[config.mk]
export PLATFORM = sky130hd
export DESIGN_NAME = branch_target_pipe_flat
export DESIGN_NICKNAME = d
export VERILOG_FILES = /design/src/rtl/branch_target_pipe_if.sv /design/src/rtl/branch_target_pipe.sv /design/src/flat_wrapper.sv
export SDC_FILE = /design/constraint.sdc
export NUM_CORES = 1
export LEC_CHECK = 0
export BUFFER_PORTS_ARGS = -buffer_cell sky130_fd_sc_hd__buf_2
export CAP_MARGIN = 20
export CORE_MARGIN = 1.5
export CORE_UTILIZATION = 51
export CTS_BUF_LIST = sky130_fd_sc_hd__clkbuf_8 sky130_fd_sc_hd__clkbuf_16
export CTS_CLUSTER_SIZE = 20
export DETAILED_ROUTE_END_ITERATION = 10
export GPL_ROUTABILITY_DRIVEN = 0
export PLACE_DENSITY = 0.77
export SETUP_SLACK_MARGIN = 0.05
export SLEW_MARGIN = 5
export SYNTH_ARGS = -nofsm -noshare
export SYNTH_HDL_FRONTEND = slang
export SYNTH_SLANG_ARGS = --single-unit
[constraint.sdc]
create_clock -name clk -period 1.9 [get_ports clk]
set_input_delay 0.19 -clock clk [delete_from_list [all_inputs] [get_ports clk]]
set_output_delay 0.19 -clock clk [all_outputs]
set_load 0.01 [all_outputs]
[src/rtl/branch_target_pipe_if.sv]
// branch_target_pipe_if -- operand/result bundle for branch_target_pipe.
//
// Parameters:
//   ADDR_W  width of PC, offset and target
//   CNT_W   width of the taken-branch counter
//
// Signals (master drives operands/controls, slave drives results):
//   in_valid   operands valid this cycle
//   pc_next    incremented PC from the fetch buffer
//   offset     pre-shifted two's-complement branch offset
//   branch_en  branch condition (branch opcode AND zero flag)
//   stall      hold the whole pipeline
//   flush      kill all in-flight entries
//   out_valid  target/taken valid this cycle
//   target     branch target, 0 when not taken
//   taken      registered branch_en of the retiring entry
//   taken_cnt  saturating count of retired taken branches
//   ovf        signed overflow of retiring sum (only with BTP_OVF_DETECT_EN)
//
// Optional feature macro: BTP_OVF_DETECT_EN
interface branch_target_pipe_if #(
  parameter int unsigned ADDR_W = 6,
  parameter int unsigned CNT_W  = 4
);
  logic              in_valid;
  logic [ADDR_W-1:0] pc_next;
  logic [ADDR_W-1:0] offset;
  logic              branch_en;
  logic              stall;
  logic              flush;
  logic              out_valid;
  logic [ADDR_W-1:0] target;
  logic              taken;
  logic [CNT_W-1:0]  taken_cnt;
`ifdef BTP_OVF_DETECT_EN
  logic              ovf;

  modport master (
    output in_valid, pc_next, offset, branch_en, stall, flush,
    input  out_valid, target, taken, taken_cnt, ovf
  );

  modport slave (
    input  in_valid, pc_next, offset, branch_en, stall, flush,
    output out_valid, target, taken, taken_cnt, ovf
  );
`else
  modport master (
    output in_valid, pc_next, offset, branch_en, stall, flush,
    input  out_valid, target, taken, taken_cnt
  );

  modport slave (
    input  in_valid, pc_next, offset, branch_en, stall, flush,
    output out_valid, target, taken, taken_cnt
  );
`endif
endinterface

[src/rtl/branch_target_pipe.sv]
// branch_target_pipe -- two-stage branch target adder.
//
// S1 registers the operands (in_valid, pc_next, offset, branch_en); S2 adds
// pc_next + offset modulo 2^ADDR_W and registers target/taken/out_valid.
// Operands accepted at edge N appear on the outputs after edge N+1; one new
// entry may be accepted every unstalled cycle.
//
// Control priority at each rising edge: rst > flush > stall.
//   rst   clears valid bits, outputs and taken_cnt
//   flush clears valid bits and outputs, keeps taken_cnt
//   stall freezes every register, ignores the inputs
//
// Parameters:
//   ADDR_W  width of PC, offset and target (default 6)
//   CNT_W   width of taken_cnt (default 4)
//
// Ports:
//   clk   rising-edge clock
//   rst   synchronous active-high reset
//   bus   branch_target_pipe_if.slave (operands in, results out)
//
// Optional feature macro: BTP_OVF_DETECT_EN
//   When defined, bus.ovf flags signed overflow of a retiring taken entry.
//   When undefined, the ovf port and its logic do not exist.
module branch_target_pipe #(
  parameter int unsigned ADDR_W = 6,
  parameter int unsigned CNT_W  = 4
) (
  input logic                  clk,
  input logic                  rst,
  branch_target_pipe_if.slave  bus
);

  // Stage 1 operand registers
  logic              s1_valid;
  logic [ADDR_W-1:0] s1_pc;
  logic [ADDR_W-1:0] s1_off;
  logic              s1_en;

  // Stage 2 combinational results
  logic [ADDR_W-1:0] sum;
  logic              retire_taken;
  logic              cnt_full;

  always_comb begin
    sum          = s1_pc + s1_off;
    retire_taken = s1_valid & s1_en;
    cnt_full     = (bus.taken_cnt == {CNT_W{1'b1}});
  end

`ifdef BTP_OVF_DETECT_EN
  // Overflow: operands share a sign and the sum's sign differs from it.
  logic ovf_cond;

  always_comb begin
    ovf_cond = (s1_pc[ADDR_W-1] == s1_off[ADDR_W-1]) &&
               (sum[ADDR_W-1] != s1_pc[ADDR_W-1]);
  end
`endif

  always_ff @(posedge clk) begin
    if (rst) begin
      s1_valid      <= 1'b0;
      s1_pc         <= '0;
      s1_off        <= '0;
      s1_en         <= 1'b0;
      bus.out_valid <= 1'b0;
      bus.target    <= '0;
      bus.taken     <= 1'b0;
      bus.taken_cnt <= '0;
`ifdef BTP_OVF_DETECT_EN
      bus.ovf       <= 1'b0;
`endif
    end else if (bus.flush) begin
      // Kill both stages; operands are don't-care once the valid bit drops.
      s1_valid      <= 1'b0;
      s1_en         <= 1'b0;
      bus.out_valid <= 1'b0;
      bus.target    <= '0;
      bus.taken     <= 1'b0;
`ifdef BTP_OVF_DETECT_EN
      bus.ovf       <= 1'b0;
`endif
    end else if (!bus.stall) begin
      s1_valid      <= bus.in_valid;
      s1_pc         <= bus.pc_next;
      s1_off        <= bus.offset;
      s1_en         <= bus.branch_en;
      bus.out_valid <= s1_valid;
      bus.target    <= retire_taken ? sum : '0;
      bus.taken     <= retire_taken;
      if (retire_taken && !cnt_full) begin
        bus.taken_cnt <= bus.taken_cnt + 1'b1;
      end
`ifdef BTP_OVF_DETECT_EN
      bus.ovf       <= retire_taken & ovf_cond;
`endif
    end
  end

endmodule

[src/flat_wrapper.sv]
// flat-port wrapper written by rule: the top's interface ports become plain ports
module branch_target_pipe_flat 
#(
  parameter int unsigned ADDR_W = 6,
  parameter int unsigned CNT_W  = 4
)
  (clk, rst, bus_in_valid, bus_pc_next, bus_offset, bus_branch_en, bus_stall, bus_flush, bus_out_valid, bus_target, bus_taken, bus_taken_cnt);
  branch_target_pipe_if #(.ADDR_W(ADDR_W), .CNT_W(CNT_W)) bus_i ();
  input logic clk;
  input logic rst;
  input wire logic [$bits(bus_i.in_valid)-1:0] bus_in_valid;
  input wire logic [$bits(bus_i.pc_next)-1:0] bus_pc_next;
  input wire logic [$bits(bus_i.offset)-1:0] bus_offset;
  input wire logic [$bits(bus_i.branch_en)-1:0] bus_branch_en;
  input wire logic [$bits(bus_i.stall)-1:0] bus_stall;
  input wire logic [$bits(bus_i.flush)-1:0] bus_flush;
  output wire logic [$bits(bus_i.out_valid)-1:0] bus_out_valid;
  output wire logic [$bits(bus_i.target)-1:0] bus_target;
  output wire logic [$bits(bus_i.taken)-1:0] bus_taken;
  output wire logic [$bits(bus_i.taken_cnt)-1:0] bus_taken_cnt;
  assign bus_i.in_valid = bus_in_valid;
  assign bus_i.pc_next = bus_pc_next;
  assign bus_i.offset = bus_offset;
  assign bus_i.branch_en = bus_branch_en;
  assign bus_i.stall = bus_stall;
  assign bus_i.flush = bus_flush;
  assign bus_out_valid = bus_i.out_valid;
  assign bus_target = bus_i.target;
  assign bus_taken = bus_i.taken;
  assign bus_taken_cnt = bus_i.taken_cnt;
  branch_target_pipe #(.ADDR_W(ADDR_W), .CNT_W(CNT_W)) u_core (.clk(clk), .rst(rst), .bus(bus_i));
endmodule
Word level (Yosys, flattened, before mapping)
Cells that the tools add are included.
- bitwise operators: 3
- mux-type cells: 1
- add/subtract/negate cells: 2
- eq/ne operators: 1
- reductions and logical operators: 5
- operators by type and width (kind ; number):
    adder 6 bit ; 1
    2-to-1 mux 6 bit ; 1
    adder 4 x 1 -> 4 bit, second input constant ; 1
    == test 4 bit, second input constant ; 1
    AND reduction 3 bit ; 1
    inverter 1 bit ; 2
    AND reduction 2 bit ; 1
    OR reduction 2 bit ; 1
    AND 1 bit ; 1
    logical AND 1 bit ; 1
    zero test 1 bit ; 1
- bits in registers: 26
- input bits: 18
- output and inout port bits: 12
- logic and storage cells: 20

Longest topological paths before layout
- depth in word-level cells: 4
- gate-level depth with buffers: 6
- gate-level depth less buffers: 6

Worst setup path after synthesis
OpenSTA, ideal clock, no wires.
- kind: reg-to-reg
- start point: register u_core.s1_off[0]
- end point: register u_core.bus.target[4]
- path buffers: 0
- stages on the path, launching flop included: 7
- arrival time: 1.376 ns
- slack: 0.404 ns
- cell sequence: dfxtp_1 -> ha_1 -> fa_1 -> a21o_1 -> a21oi_1 -> or4_1 -> nand3_1
- word-level cells in the longest chain between the ends: 2
- ends and longest elaborated chain (element ; line ; RTL):
    start: declaration ; branch_target_pipe.sv:37 ; logic [ADDR_W-1:0] s1_off;
    start signal: assignment ; branch_target_pipe.sv:87 ; s1_off <= bus.offset;
    adder 6 bit ; branch_target_pipe.sv:46 ; sum = s1_pc + s1_off;
    2-to-1 mux 6 bit ; branch_target_pipe.sv:90 ; bus.target <= retire_taken ? sum : '0;
    end signal: assignment ; branch_target_pipe.sv:90 ;
    end: declaration ; branch_target_pipe_if.sv:55 ; output out_valid, target, taken, taken_cnt
No other way between the ends.
A chain may end at the register's enable or synchronous reset.

Final worst setup path
- start point: register u_core.s1_pc[1]
- end point: register u_core.bus.target[5]
- word-level cells in the longest chain between the ends: 2
- ends and longest elaborated chain (element ; line ; RTL):
    start: declaration ; branch_target_pipe.sv:36 ; logic [ADDR_W-1:0] s1_pc;
    start signal: assignment ; branch_target_pipe.sv:86 ; s1_pc <= bus.pc_next;
    adder 6 bit ; branch_target_pipe.sv:46 ;
    2-to-1 mux 6 bit ; branch_target_pipe.sv:90 ;
No other way between the ends.

==> results.yml <==
worst_setup_path:
  required_ns: 2.12
  worstPathArrival_ns: 1.80
  cp_max_fo: 3
  start_kind: "flop"
  end_kind: "flop"
  reg2reg_slack_ns: 0.32
  reg2reg_to: "u_core.bus.target[5]$_SDFFE_PP0N_"
  rr_worst_depth: 5
  rr_startpoint: "u_core.s1_pc[1]$_SDFFE_PP0P_"
  worstSetupPathType: "reg -> reg"
worst_hold_path:
  holdPathStages: 3
  hold_class: "in -> reg"
  min_to: "u_core.s1_en$_SDFFE_PP0N_"
  min_from: "bus_branch_en"
floorplan:
  ios: 30
  num_rows: 17
  die_w_um: 50.5
  initial_core_util: 0.531
  core-area_um2: 2170
  die_y_um: 50.5
  dieArea_um2: 2550
finish:
  fin_nets: 184
  areaGrowthSynthToFinish_pct: 18.2
  post-route-util: 0.628
  drive_gt1_frac: 0.222
  final_area_um2: 1360
  diodes: 0
synthesis:
  synth_fp_nets: 156
  ys_seq_area_frac: 0.452
  ys.flop_type: "dfxtp_1"
  yosysTopAreaCell: "dfxtp_1"
  syn_avg_cell_area_um2: 8.80
  netlist.area_leader.share: 0.452
  synth_edf_count: 0
  synth_cells: 131
  yosys_warnings: 0
  yosys.cell_count.top_type: "nand2_1"
  async_flop_share: 0
  yosys-top-cells-area: "dfxtp_1 45%, nand2_1 8.8%, a21oi_1 7.4%"
  ys_ff_latch: 26
  ys_types: 24
  synth.top_cells.by_count: "27 x nand2_1, 26 x dfxtp_1, 17 x a21oi_1"
  syn_area_um2: 1150
clock_network:
  post_cts_buffers: 0
  cts_resized: 0
  cts-htree-levels: 1
  hold_buffers: 0
  clock-sinks: 26
  cts_buffers: 3
  ctsRootBufferMaster: "clkbuf_8"
  clockBufferDepth: 2
  clkSlewWorstSetupHoldPaths_ns: 0.09
  clkLatencyLatePin_ns: 0.27
  cts_tree: "yes"
timing:
  min_period_ns: 1.58
  tightest_slew_ns: 0.427
  setup_tns_ns: 0
  max_freq_mhz: 632
  hold_violations: 0
  post-route-period-util: 0.833
  slew_violations: 0
  setup_viol: 0
  rsz0062_at_grt: "false"
  relSlewSlack: 0.708
  skew_ns: 0.00497
route:
  routed_wl_mm: 2.07
  vias_per_cell: 5.25
  vias: 977
  final_antenna_net_count: 0
  drtIter0Drc: 28
  firstDrtPassIters: 4
  drc_errors: 0
  avgRoutedWirePerCell_um: 11.1
job:
  drv_cap: 0
power:
  vdd_ir_drop_max_mv: 0.574
  leakagePower_uw: 0.000653
  seqPwrFrac: 0.513
  p_clk_frac: 0.413
  p_sw_uw: 230
  p_int_uw: 874
  p_per_area_nw_per_um2: 811
  p_comb_frac: 0.073
  p_sw_frac: 0.208
global_routing:
  grt_max_degree: 19
  antenna_found_initial: 0
  grtUsageTotal: 0.194
  first_global_vias: 880
  grt-ovfl-total: 0
  grt_pass1_wl_mm: 3.71
placed_design:
  placed_area_um2: 1290
  io_buffers: 29
  hpwl_mm: 1.54
outcome:
  status: "finished, final reports clean"
==> worst max path at each step <==
stage / startpoint / to / slack, ns / cells past startpoint
2_1_floorplan: u_core.s1_off[0]$_SDFFE_PP0P_ / u_core.bus.target[4]$_SDFFE_PP0N_ / 0.40 / 6
3_3_place_gp: bus_stall / u_core.bus.target[5]$_SDFFE_PP0N_ / 0.36 / 5
4_1_cts: u_core.s1_off[0]$_SDFFE_PP0P_ / u_core.bus.target[4]$_SDFFE_PP0N_ / 0.33 / 6
3_5_place_dp: u_core.s1_off[0]$_SDFFE_PP0P_ / u_core.bus.target[4]$_SDFFE_PP0N_ / 0.34 / 6
6_report: u_core.s1_pc[1]$_SDFFE_PP0P_ / u_core.bus.target[5]$_SDFFE_PP0N_ / 0.32 / 5
5_1_grt: u_core.s1_pc[1]$_SDFFE_PP0P_ / u_core.bus.target[5]$_SDFFE_PP0N_ / 0.19 / 5
==> worst max-delay path, stage by stage (launching register included) <==
cell and delay [ns]:
dfxtp_1 0.36, ha_1 0.29, a21o_1 0.13, nand4_1 0.11
a2111oi_0 0.47, a311o_1 0.17
==> layout by cell type, fill, tap and decap left out, drive strengths merged, types with 5 or more instances in the layout <==
cell type,synthesis,layout
ha,6,6
nor2,11,11
dfxtp,26,26
a21oi,17,17
buf,4,30
nand2,27,27
nand3,7,7
xor2,5,5
==> state kept, by name, indices dropped and copies added (netlist names) <==
| name | flops |
|---|---|
| u_core.bus.target | 6 |
| u_core.s1_off | 6 |
| u_core.s1_pc | 6 |
| u_core.bus.taken_cnt | 4 |
| u_core.bus.out_valid | 1 |
| u_core.bus.taken | 1 |
| u_core.s1_en | 1 |
| u_core.s1_valid | 1 |
==> cell type report <==
type / count / area [µm²]
clock buffer: 3 / 41.3
sequential: 26 / 520
tap: 28 / 35.0
timing repair buffer: 30 / 153
fill: 208 / 807
multi-input combinational: 98 / 583
clock inverter: 1 / 30.0
==> stage by stage <==
stage               power (µW)  hold slack (ns)  std cells  setup WS, ns
detailed placement         661            0.435        182         0.338
CTS                       1120            0.139        186         0.325
global placement           658            0.424        182         0.361
global route              1140            0.150        186         0.190
floorplan                  633            0.323        131         0.404
finish                    1100            0.141        186         0.318
==> metal layers <==
metal / GRT usage / share of wire / vias to the layer above
li1: - / - / 508
met1: 0.242 / 0.49 / 441
met2: 0.314 / 0.45 / 23
met3: 0.0268 / 0.038 / 5
met4: 0.122 / 0.025 / 0
met5: 0 / 0 / -
==> power groups by stage <==
stage / sequential (µW) / combinational (µW) / clock (µW)
after floorplan: 577 / 56.0 / 0
after CTS: 567 / 82.0 / 467
after global routing: 569 / 93.9 / 476
final: 567 / 81.1 / 457
after detailed placement: 580 / 81.4 / 0
after global placement: 579 / 79.5 / 0
==> cell families after synthesis <==
kind of cell | after synthesis | share of synthesized area
xor+xnor | 5 | 0.0380
compound gates | 26 | 0.135
flops | 26 | 0.452
mux | 3 | 0.0261
simple gates | 57 | 0.225
buf+inv | 7 | 0.0423
fa+ha+maj | 7 | 0.0825
No activity file was read; power rests on OpenSTA's default activity.
